### config.mk
export PLATFORM = sky130hd
export DESIGN_NAME = apb_mem_slave_param
export DESIGN_NICKNAME = d
export VERILOG_FILES = /design/src/rtl/apb_mem_slave_param.sv
export SDC_FILE = /design/constraint.sdc
export NUM_CORES = 1
export LEC_CHECK = 0
export CAP_MARGIN = 20
export CORE_ASPECT_RATIO = 0.6
export CORE_MARGIN = 4
export CORE_UTILIZATION = 55
export CTS_CLUSTER_DIAMETER = 100
export DETAILED_ROUTE_END_ITERATION = 6
export GPL_ROUTABILITY_DRIVEN = 0
export HOLD_SLACK_MARGIN = 0.12
export PLACE_DENSITY = 0.76
export SYNTH_ARGS = -nofsm -noshare
export SYNTH_HDL_FRONTEND = slang
export SYNTH_SLANG_ARGS = --single-unit
### constraint.sdc
create_clock -name PCLK -period 2.4 [get_ports PCLK]
set_input_delay 0.48 -clock PCLK [delete_from_list [all_inputs] [get_ports PCLK]]
set_output_delay 0.48 -clock PCLK [all_outputs]
set_load 0.02 [all_outputs]
### src/rtl/apb_mem_slave_param.sv
// -----------------------------------------------------------------------------
// apb_mem_slave_param
//
// Parametrised APB target memory for bus bring-up and verification.
// DEPTH words of DATA_WIDTH bits live at byte address BASE_ADDR. Writes honour
// PSTRB byte lanes. A fixed number of wait states is inserted in every access
// phase. Bad addresses complete with PSLVERR and have no side effects.
//
// Ports
//   PCLK      in   bus clock, rising edge
//   PRESETn   in   asynchronous active-low reset
//   PADDR     in   byte address            [ADDR_WIDTH-1:0]
//   PSEL      in   slave select
//   PENABLE   in   access phase marker
//   PWRITE    in   1 = write, 0 = read
//   PWDATA    in   write data              [DATA_WIDTH-1:0]
//   PSTRB     in   byte-lane write enables [DATA_WIDTH/8-1:0]
//   PRDATA    out  read data, registered at the setup edge
//   PREADY    out  transfer completion (combinational)
//   PSLVERR   out  transfer error, qualified by PREADY
// -----------------------------------------------------------------------------
module apb_mem_slave_param #(
  parameter int          ADDR_WIDTH  = 32,
  parameter int          DATA_WIDTH  = 32,   // 8, 16 or 32
  parameter int          DEPTH       = 16,   // power of two, >= 2
  parameter logic [31:0] BASE_ADDR   = 32'h0000_0000,
  parameter int          WAIT_STATES = 0     // 0..15
) (
  input  logic                    PCLK,
  input  logic                    PRESETn,
  input  logic [ADDR_WIDTH-1:0]   PADDR,
  input  logic                    PSEL,
  input  logic                    PENABLE,
  input  logic                    PWRITE,
  input  logic [DATA_WIDTH-1:0]   PWDATA,
  input  logic [DATA_WIDTH/8-1:0] PSTRB,
  output logic [DATA_WIDTH-1:0]   PRDATA,
  output logic                    PREADY,
  output logic                    PSLVERR
);

  localparam int BYTES    = DATA_WIDTH / 8;
  localparam int OFF_BITS = $clog2(BYTES);
  localparam int IDX_W    = $clog2(DEPTH);

  localparam logic [ADDR_WIDTH-1:0] BASE_A   = ADDR_WIDTH'(BASE_ADDR);
  localparam logic [ADDR_WIDTH-1:0] LOW_MASK = ADDR_WIDTH'(BYTES - 1);
  localparam logic [ADDR_WIDTH-1:0] DEPTH_A  = ADDR_WIDTH'(DEPTH);
  localparam logic [3:0]            WAIT_INIT = 4'(WAIT_STATES);

  typedef enum logic {
    IDLE   = 1'b0,
    ACCESS = 1'b1
  } state_e;

  // ---------------------------------------------------------------------------
  // State
  // ---------------------------------------------------------------------------
  state_e                  state_q,  state_d;
  logic [3:0]              cnt_q,    cnt_d;
  logic [IDX_W-1:0]        idx_q,    idx_d;
  logic                    write_q,  write_d;
  logic                    err_q,    err_d;
  logic [DATA_WIDTH-1:0]   prdata_q, prdata_d;
  logic [DATA_WIDTH-1:0]   mem_q [DEPTH];
  logic [DATA_WIDTH-1:0]   mem_d [DEPTH];

  // ---------------------------------------------------------------------------
  // Address decode, evaluated on the live bus and captured at the setup edge
  // ---------------------------------------------------------------------------
  logic [ADDR_WIDTH-1:0] addr_off;
  logic [ADDR_WIDTH-1:0] word_off;
  logic [IDX_W-1:0]      dec_idx;
  logic                  dec_err;

  always_comb begin
    addr_off = PADDR - BASE_A;
    word_off = addr_off >> OFF_BITS;
    dec_idx  = word_off[IDX_W-1:0];
    // Below base (the subtraction wrapped), past the end, or not word aligned.
    dec_err  = (PADDR < BASE_A) ||
               (word_off >= DEPTH_A) ||
               ((PADDR & LOW_MASK) != '0);
  end

  // ---------------------------------------------------------------------------
  // Completion: only in ACCESS, with a live access phase and no wait left
  // ---------------------------------------------------------------------------
  logic pready;
  logic mem_we;

  assign pready = (state_q == ACCESS) && PSEL && PENABLE && (cnt_q == 4'd0);
  assign mem_we = pready && write_q && !err_q;

  // ---------------------------------------------------------------------------
  // Next-state logic
  // ---------------------------------------------------------------------------
  // NOTE: every variable driven here gets a default first, so no path leaves
  // one unassigned and no latch is inferred.
  always_comb begin
    state_d  = state_q;
    cnt_d    = cnt_q;
    idx_d    = idx_q;
    write_d  = write_q;
    err_d    = err_q;
    prdata_d = prdata_q;

    unique case (state_q)
      IDLE: begin
        // PSEL with PENABLE already high is a protocol violation: ignored.
        if (PSEL && !PENABLE) begin
          state_d  = ACCESS;
          idx_d    = dec_idx;
          write_d  = PWRITE;
          err_d    = dec_err;
          cnt_d    = WAIT_INIT;
          prdata_d = (!PWRITE && !dec_err) ? mem_q[dec_idx] : '0;
        end
      end

      ACCESS: begin
        if (!PSEL) begin
          // Master abort: drop the transfer without touching memory.
          state_d = IDLE;
        end else if (PENABLE) begin
          if (cnt_q != 4'd0) begin
            cnt_d = cnt_q - 4'd1;
          end else begin
            state_d = IDLE;
          end
        end
      end

      default: state_d = IDLE;
    endcase
  end

  // Byte-lane write merge; PWDATA/PSTRB are taken at the completing edge.
  always_comb begin
    for (int w = 0; w < DEPTH; w++) begin
      mem_d[w] = mem_q[w];
    end
    if (mem_we) begin
      for (int i = 0; i < BYTES; i++) begin
        if (PSTRB[i]) begin
          mem_d[idx_q][8*i +: 8] = PWDATA[8*i +: 8];
        end
      end
    end
  end

  // ---------------------------------------------------------------------------
  // Registers
  // ---------------------------------------------------------------------------
  // NOTE: sequential state uses non-blocking assignments so every flop samples
  // the pre-edge values regardless of statement order.
  always_ff @(posedge PCLK or negedge PRESETn) begin
    if (!PRESETn) begin
      state_q  <= IDLE;
      cnt_q    <= 4'd0;
      idx_q    <= '0;
      write_q  <= 1'b0;
      err_q    <= 1'b0;
      prdata_q <= '0;
    end else begin
      state_q  <= state_d;
      cnt_q    <= cnt_d;
      idx_q    <= idx_d;
      write_q  <= write_d;
      err_q    <= err_d;
      prdata_q <= prdata_d;
    end
  end

  // NOTE: the storage is built from resettable flops rather than a RAM macro,
  // because reset must clear every word.
  always_ff @(posedge PCLK or negedge PRESETn) begin
    if (!PRESETn) begin
      for (int w = 0; w < DEPTH; w++) begin
        mem_q[w] <= '0;
      end
    end else begin
      for (int w = 0; w < DEPTH; w++) begin
        mem_q[w] <= mem_d[w];
      end
    end
  end

  // ---------------------------------------------------------------------------
  // Outputs
  // ---------------------------------------------------------------------------
  assign PRDATA  = prdata_q;
  assign PREADY  = pready;
  assign PSLVERR = pready && err_q;

endmodule
==> results.cfg, run 1 <==
[final_layout]
seqCellArea_um2 = 13900
drive_above_1_share_pct = 38.2
fillCellCount = 3245
final_nets = 2165
final_util_pct = 67.5
area_delta_synth_final_pct = 20.6
multiInputGateArea_um2 = 11600
finalInstanceArea_um2 = 31400

[drt]
drt_wl_total_um = 67300
vias = 16900
route.antenna.remaining_nets = 0
drc_errors = 0
via_per_inst = 6.13
wl_per_cell_um = 24.4
dr.pass1.iters = 6
drtIter0Drc = 1412

[place]
placed_area_um2 = 29700
hpwl_um = 44700
port_buffers = 106

[synth]
ys_seq_area_share_pct = 53.3
syn-cell-area_um2 = 26100
syn_inst = 1907
synth_edf_count = 0
synth.area.top_cells = dfrtp_1 53%, mux2_2 21%, mux2i_1 9.8%, a22oi_1 1.8%, nor2_4 1.7%
synthFlopType = dfrtp_1
yosys_register_bits = 555
synth_top_area_share_pct = 53.3
synth_warnings = 0
synth.distinct_cells = 46
syn_nets = 1981
yosys.area.top_type = dfrtp_1
ys_top_cells_by_count = 555 x dfrtp_1, 488 x mux2_2, 256 x mux2i_1, 83 x nand2_1, 71 x clkbuf_1
synth.avg_cell_area_um2 = 13.7
async_flop_share_pct = 100
synth_most_common_cell = dfrtp_1

[floorplanning]
initial_utilization_pct = 56.0
io_pins = 107
fp-row-count = 61
die_x_um = 289
dieHeight_um = 177
die_area_um2 = 51000
core_um2 = 46600

[setup_path]
required_ns = 1.92
crit_path_end_kind = output port
ff2ff_setup_slack_ns = 0.16
worstPathMaxFanout = 4
arrival_ns = 1.78
rr_endpoint = mem_q[132]
crit_slowest_cell = dfrtp_1
slowest_delay_ns = 0.38
path_cells = inv_1 > ha_2 > and3b_2 > and3_1 > buf_2
r2r-start = cnt_q[1]
start_kind = flop
r2r_cells = 9
crit_type = flop to output port
critPathTopFamily = flip-flops
critPathBufInv = 2

[timing]
min_period_over_period_pct = 94.2
setup_violations = 0
hold_viol = 0
min_period_ns = 2.26
slew_viol_final = 0
fmax_mhz = 443
hold_slack_ns = 0.321
fin_setup_tns_ns = 0
fin_skew_ns = 0.0185
rsz0062_at_grt = no
relSlewSlack_pct = 47.2
worst_slew_pin_slew_ns = 0.789

[global_route]
grt_pass1_wl_um = 105000
antenna_found_initial = 1
gr-total-overflow = 0
first_global_vias = 18100
grtUsageTotal_pct = 26.7
grt_max_degree = 94

[clock_network]
clk_latency_ns = 0.59
cts_inserted_buffers = 50
clkSinkCount = 555
root_buffer = clkbuf_16
htreeDepth = 2
clockBufferDepth = 3
cts.clk_slew.worst_paths_ns = 0.07
tritoncts = built

[power]
ir_worst_vdd_uv = 617
p_leak_uw = 0.0149
power.density_nw_per_um2 = 613

[worst_hold_path]
min_from = PADDR[5]
worstHoldPathCells = 3
worstHoldEndpoint = idx_q[3]
hold_path_class = input pin to flop

[job]
cap_violations = 0

[outcome]
outcome = finished, final reports clean
## logic make-up (layout without fill, tap and decap cells)
family	Yosys count	count (layout)	synth area share [%]
muxes	769	769	32.0
DFF	555	555	53.3
and+or+nand+nor	265	265	6.35
AOI/OAI and AO/OA	195	195	6.09
buffers and inverters	122	346	2.18
adders and majority gates	1	1	0.0480
other	0	1	0
## timing repair
item / 4_1_cts / 5_1_grt
endpoints found under the hold margin: 38 / 0
hold buffers: 1 / 0
resized for setup: 8 / 2
setup endpoints to repair: 2 / 2
setup buffers: 2 / 0
## layout by cell type, fill, tap and decap left out, types with 2 or more instances in the layout
cell | netlist | layout
clkbuf_1 | 71 | 14
nand4_4 | 4 | 4
nor2_2 | 24 | 24
nor2_1 | 23 | 22
a21o_1 | 2 | 2
mux2_1 | 24 | 24
o2bb2ai_1 | 34 | 34
buf_2 | 33 | 3
inv_1 | 5 | 5
a221oi_2 | 19 | 19
nor2_4 | 40 | 41
buf_8 | 0 | 2
a22oi_1 | 62 | 62
a21oi_1 | 3 | 3
clkbuf_8 | 0 | 11
a221oi_1 | 13 | 13
mux2_2 | 488 | 488
nor2b_1 | 7 | 5
clkbuf_16 | 0 | 53
nand2b_2 | 0 | 2
clkinvlp_4 | 0 | 3
bufinv_16 | 0 | 2
o21ai_0 | 14 | 14
nor3_1 | 14 | 14
o22ai_1 | 33 | 33
dfrtp_1 | 555 | 555
and2_1 | 22 | 23
buf_12 | 0 | 103
nor4_1 | 27 | 27
mux2i_1 | 256 | 256
clkinv_2 | 0 | 9
nand2_1 | 83 | 83
clkdlybuf4s50_1 | 0 | 101
nand4_1 | 2 | 2
buf_4 | 2 | 39
nand3_1 | 7 | 7
nor2b_4 | 0 | 2
a211oi_1 | 11 | 11
## worst max-delay path by stage
stage / depth (start not counted) / to / slack, ns / start
3_3_place_gp: 6 / PRDATA[0] / -0.16 / PADDR[23]
5_1_grt: 5 / PSLVERR / 0.05 / cnt_q[1]
3_5_place_dp: 7 / PRDATA[0] / -0.22 / PENABLE
4_1_cts: 5 / PSLVERR / 0.02 / cnt_q[1]
6_report: 5 / PSLVERR / 0.14 / cnt_q[1]
2_1_floorplan: 7 / mem_q[393] / 0.35 / PENABLE
## report_power, final
group          switching (uW)  total (uW)  internal, uW
clock                    3510        8110          4600
combinational            1070        1670           596
sequential               75.6        9490          9420
## metal layers
| metal | part of all wire (%) | global-route usage [%] |
|---|---|---|
| met1 | 45 | 38.4 |
| met2 | 46 | 42.1 |
| met5 | 0 | 0 |
| met4 | 3.1 | 8.39 |
| met3 | 5.4 | 4.43 |
## layout make-up
class,count,area share (%)
tap,630,2.51
timing repair buffer,249,10.9
multi-input combinational,1230,37.0
inverter,5,0.0597
antenna,1,0.00797
sequential,555,44.2
clock inverter,14,0.406
clock buffer,78,4.87
## worst min-delay path, cell delays in order
cell and delay [ns]:
buf_2 0.23, nand2_1 0.10, nand2_1 0.04
## flip-flops by register name (all words and copies together) (netlist names)
signal and cells:
PRDATA 32, cnt_q 4, err_q 1, idx_q 4
mem_q 512, state_q 1, write_q 1
## metrics by stage
| step | worst slack (ns) | std cells | total power, uW |
|---|---|---|---|
| global placement | -0.157 | 2666 | 11200 |
| CTS | 0.0201 | 2761 | 19400 |
| detailed placement | -0.218 | 2666 | 11300 |
| floorplan | 0.346 | 1907 | 10500 |
| global route | 0.0487 | 2762 | 19900 |
| finish | 0.140 | 2762 | 19300 |
No activity file was read; power rests on OpenSTA's default activity.
==> inputs of run 2 (changes only) <==
--- a/config.mk
+++ b/config.mk
@@ -14,6 +14,7 @@
 export GPL_ROUTABILITY_DRIVEN = 0
 export HOLD_SLACK_MARGIN = 0.12
 export PLACE_DENSITY = 0.76
+export REMOVE_ABC_BUFFERS = 1
 export SYNTH_ARGS = -nofsm -noshare
 export SYNTH_HDL_FRONTEND = slang
 export SYNTH_SLANG_ARGS = --single-unit
==> results.cfg, run 2 (synthesis results as in run 1) <==
[power]
sw_frac_of_total_pct = 23.7
p_leak_uw = 0.0149
p_int_uw = 14900
total_power_uw = 19500
power.density_nw_per_um2 = 621
p_clk_share_pct = 43.0
combPwrFrac_pct = 8.4
seq_power_share_pct = 48.7
switchingPower_uw = 4630
ir_worst_vdd_uv = 539

[setup_path]
r2r_cells = 9
r2r-start = cnt_q[1]
crit_path_end_kind = output port
crit_type = flop to output port
arrival_ns = 1.82
cp-startpoint = cnt_q[1]
rr_endpoint = mem_q[506]
ff2ff_setup_slack_ns = 0.21
required_ns = 1.92
crit_end = PREADY
worstPathMaxFanout = 4
start_kind = flop

[floorplanning]
initial_utilization_pct = 56.0
die_x_um = 289
dieHeight_um = 177
fp-row-count = 61
io_pins = 107
die_area_um2 = 51000
core_um2 = 46600

[final_layout]
fillCellCount = 3240
diodes = 0
regMostFlops = mem_q
mostFrequentLayoutCell = dfrtp_1
final_nets = 2166
multiInputGateArea_um2 = 11600
seqCellArea_um2 = 13900
area_delta_synth_final_pct = 20.5
final_cell_mix = 555 x dfrtp_1, 488 x mux2_2, 256 x mux2i_1, 101 x clkdlybuf4s50_1, 95 x buf_12
largest_reg_flops = 512
drive_above_1_share_pct = 38.3

[clock_network]
tritoncts = built
cts_inserted_buffers = 50
clockBufferDepth = 3
root_buffer = clkbuf_16
htreeDepth = 2
clkSinkCount = 555
clk_latency_ns = 0.57
cts.clk_slew.worst_paths_ns = 0.07

[global_route]
antenna_found_initial = 0
grt_use_met2_pct = 41.8
grtUsageTotal_pct = 26.3
grt_max_degree = 72
grt_use_met3_pct = 4.13
met1_usage_pct = 38.5
grt_pass1_wl_um = 104000
first_global_vias = 17800
gr-total-overflow = 0
grt.busiest_layer = met2

[drt]
via_per_inst = 6.10
drtIter0Drc = 1333
wl_per_cell_um = 24.1
drt_wl_total_um = 66600
route.antenna.remaining_nets = 0
dr.pass1.iters = 5
drc_errors = 0
vias = 16900

[timing]
setup_violations = 0
min_period_over_period_pct = 95.8
fmax_mhz = 435
hold_viol = 0
rsz0062_at_grt = no
slew_viol_final = 0
hold_slack_ns = 0.471
worst_slew_pin_slew_ns = 0.741
fin_setup_tns_ns = 0
min_period_ns = 2.30
fin_skew_ns = 0.0111
relSlewSlack_pct = 50.5

[place]
port_buffers = 106
hpwl_um = 43800

[worst_hold_path]
hold_path_class = input pin to asynchronous set/reset pin

[outcome]
outcome = finished, final reports clean

[job]
cap_violations = 0
run 2: changes by cell type in the layout (fill, tap and decap cells not counted), sizes merged:
cell,before,now
clkinvlp,3,2
buf,147,148
clkbuf,78,76
bufinv,2,5
clkinv,9,11
diode,1,0
run 2: stage by stage:
stage          setup slack [ns]  cells  instance area (um^2)  utilization [%]
6_report                  0.100   2764                 31400             67.4
5_1_grt                  0.0131   2764                 31400             67.4
4_1_cts                  0.0745   2764                 31400             67.4
3_5_place_dp             -0.251   2668                 29700             63.7
3_3_place_gp             -0.169   2668                 29700             63.7
2_1_floorplan           0.00175   1790                 25500                -
run 2: power by group through the flow:
stage	Clock, uW	Sequential, uW	Combinational (uW)
after floorplan	0	9650	603
after global placement	0	9660	1540
after detailed placement	0	9670	1590
after CTS	8510	9480	1630
after global routing	8910	9490	1750
final	8370	9490	1630
run 2: timing repair:
action	4_1_cts	5_1_grt
endpoints found under the setup margin	2	0
gates resized for setup	10	0
buffers inserted	1	0
hold buffers	1	0
hold endpoints to repair	41	0
run 2: worst min path at each step:
| stage | cells after the start | from | end | slack [ns] |
|---|---|---|---|---|
| 2_1_floorplan | 0 | PRESETn | PRDATA[0] | 0.18 |
| 3_3_place_gp | 2 | write_q | write_q | 0.46 |
| 3_5_place_dp | 2 | write_q | write_q | 0.46 |
| 4_1_cts | 3 | PWRITE | write_q | 0.46 |
| 5_1_grt | 3 | PWRITE | write_q | 0.47 |
| 6_report | 2 | PRESETn | mem_q[159] | 0.47 |
run 2: per-layer routing:
metal	wire (um)	share of wire [%]	vias up
met5	0	0	-
li1	-	-	7401
met3	3860	5.8	102
met4	1380	2.1	0
met1	30200	45	8829
met2	31200	47	528
run 2: layout make-up:
class / instances / share of cell area (%)
clock buffer: 76 / 4.79
clock inverter: 18 / 0.713
inverter: 5 / 0.0598
multi-input combinational: 1230 / 37.1
sequential: 555 / 44.2
tap: 630 / 2.51
timing repair buffer: 250 / 10.6
run 2: worst max-delay path, stage by stage (launching register included):
cell     delay [ns]
dfrtp_1        0.39
inv_1          0.08
ha_2           0.20
and3b_2        0.25
and2_1         0.15
buf_2          0.17
==> inputs of run 3 (changes only) <==
--- a/config.mk
+++ b/config.mk
@@ -6,7 +6,6 @@
 export NUM_CORES = 1
 export LEC_CHECK = 0
 export CAP_MARGIN = 20
-export CORE_ASPECT_RATIO = 0.6
 export CORE_MARGIN = 4
 export CORE_UTILIZATION = 55
 export CTS_CLUSTER_DIAMETER = 100
@@ -18,3 +17,4 @@
 export SYNTH_ARGS = -nofsm -noshare
 export SYNTH_HDL_FRONTEND = slang
 export SYNTH_SLANG_ARGS = --single-unit
+export TNS_END_PERCENT = 1
==> results.cfg, run 3 (synthesis results as in run 1) <==
[clock_network]
clockBufferDepth = 3
root_buffer = clkbuf_16
clk_latency_ns = 0.60
tritoncts = built
htreeDepth = 2
cts.clk_slew.worst_paths_ns = 0.06
clkSinkCount = 555
cts_inserted_buffers = 55

[final_layout]
diodes = 0
regMostFlops = mem_q
final_nets = 2167
largest_reg_flops = 512
seqCellArea_um2 = 13900
layout.cells.non_filler = 2740
fillCellCount = 3258
mostFrequentLayoutCell = dfrtp_1
final_cell_mix = 555 x dfrtp_1, 488 x mux2_2, 256 x mux2i_1, 101 x clkdlybuf4s50_1, 100 x buf_12
finalInstanceArea_um2 = 31400
area_delta_synth_final_pct = 20.6
multiInputGateArea_um2 = 11600
drive_above_1_share_pct = 37.9

[setup_path]
slowest_delay_ns = 0.37
r2r_cells = 7
worstPathMaxFanout = 5
start_kind = flop
ff2ff_setup_slack_ns = 0.29
crit_type = flop to output port
crit_path_end_kind = output port
crit_slowest_cell = dfrtp_1
arrival_ns = 1.85
critPathBufInv = 3
r2r-start = state_q
path_cells = inv_2 > ha_4 > and3b_2 > buf_12 > and2_4 > buf_6
critPathTopFamily = flip-flops
required_ns = 1.92
rr_endpoint = mem_q[491]

[floorplanning]
core_um2 = 46700
fp-row-count = 79
die_area_um2 = 50900
dieHeight_um = 226
die_x_um = 226
initial_utilization_pct = 55.9
io_pins = 107

[drt]
drt_wl_total_um = 64700
dr.pass1.iters = 5
vias = 16700
via_per_inst = 6.11
wl_per_cell_um = 23.6
route.antenna.remaining_nets = 0
drc_errors = 0
drtIter0Drc = 1285

[power]
p_leak_uw = 0.0149
power.density_nw_per_um2 = 624
ir_worst_vdd_uv = 435

[worst_hold_path]
hold_path_class = input pin to asynchronous set/reset pin

[timing]
rsz0062_at_grt = no
min_period_over_period_pct = 97.0
slew_viol_final = 0
min_period_ns = 2.33
hold_viol = 0
setup_violations = 0
relSlewSlack_pct = 53.1
worst_slew_pin_slew_ns = 0.704
hold_slack_ns = 0.408
fin_skew_ns = 0.0162
fmax_mhz = 430

[global_route]
first_global_vias = 17900
gr-total-overflow = 0
grt_pass1_wl_um = 102000
antenna_found_initial = 1
grtUsageTotal_pct = 25.6
grt_max_degree = 79

[place]
port_buffers = 106
dpl.cell_count = 2640
hpwl_um = 41000
placed_area_um2 = 29600

[job]
cap_violations = 0

[outcome]
outcome = finished, final reports clean
run 3: changes by cell type in the layout (fill, tap and decap cells not counted), moves of 2 or more:
| cell | change |
|---|---|
| buf_4 | -9 |
| clkbuf_1 | +9 |
| clkinv_2 | -6 |
| buf_12 | +5 |
| clkbuf_16 | +4 |
| bufinv_16 | -2 |
| inv_1 | -2 |
| inv_2 | +2 |
run 3: final cells by class:
cell class                 count  area share [%]
sequential                   555            44.2
multi-input combinational   1230            37.0
timing repair buffer         246            10.7
clock buffer                  89            5.21
inverter                       5          0.0597
clock inverter                 8           0.374
tap                          607            2.42
run 3: worst max path at each step:
stage               slack (ns)  cells after the start    endpoint      from
floorplan                0.002                      6    mem_q[0]  cnt_q[0]
global placement         -0.15                      5      PREADY   PENABLE
detailed placement       -0.17                      7  PRDATA[31]   PENABLE
CTS                      0.002                      6      PREADY  cnt_q[1]
global route              0.01                      6      PREADY  cnt_q[1]
finish                    0.07                      6      PREADY  cnt_q[1]
run 3: metrics by stage:
stage / setup slack (ns) / TNS (ns) / power (uW) / utilization, %
floorplan: 0.00175 / 0 / 10300 / -
global placement: -0.149 / -16.88 / 11200 / 63.5
detailed placement: -0.173 / -29.40 / 11300 / 63.5
CTS: 0.00205 / 0 / 19700 / 67.3
global route: 0.0119 / 0 / 20300 / 67.4
finish: 0.0732 / 0 / 19600 / 67.4
run 3: layer usage:
metal / up-vias / GRT usage [%] / part of all wire (%) / routed length (um)
li1: 7430 / - / - / -
met1: 8735 / 35.2 / 44 / 28400
met2: 440 / 41.6 / 48 / 30800
met3: 135 / 5.25 / 5.3 / 3430
met4: 2 / 7.96 / 3.1 / 2000
met5: - / 0 / 0.020 / 13
run 3: worst reg2reg max path: cells and delay by family, from the launching register on:
kind	cells	cell delay [ns]
and+or+nand+nor	3	0.56
buffers and inverters	3	0.55
DFF	1	0.54
muxes	1	0.34
run 3: repair_timing:
item,in CTS,in global routing
buffers inserted,2,0
setup endpoints to repair,2,1
hold buffers,1,0
endpoints found under the hold margin,37,0
gates resized for setup,11,5
run 3: where the power goes:
group          internal (uW)  switching [uW]
Clock                   4950            3520
Sequential              9420            73.5
Combinational            619            1040
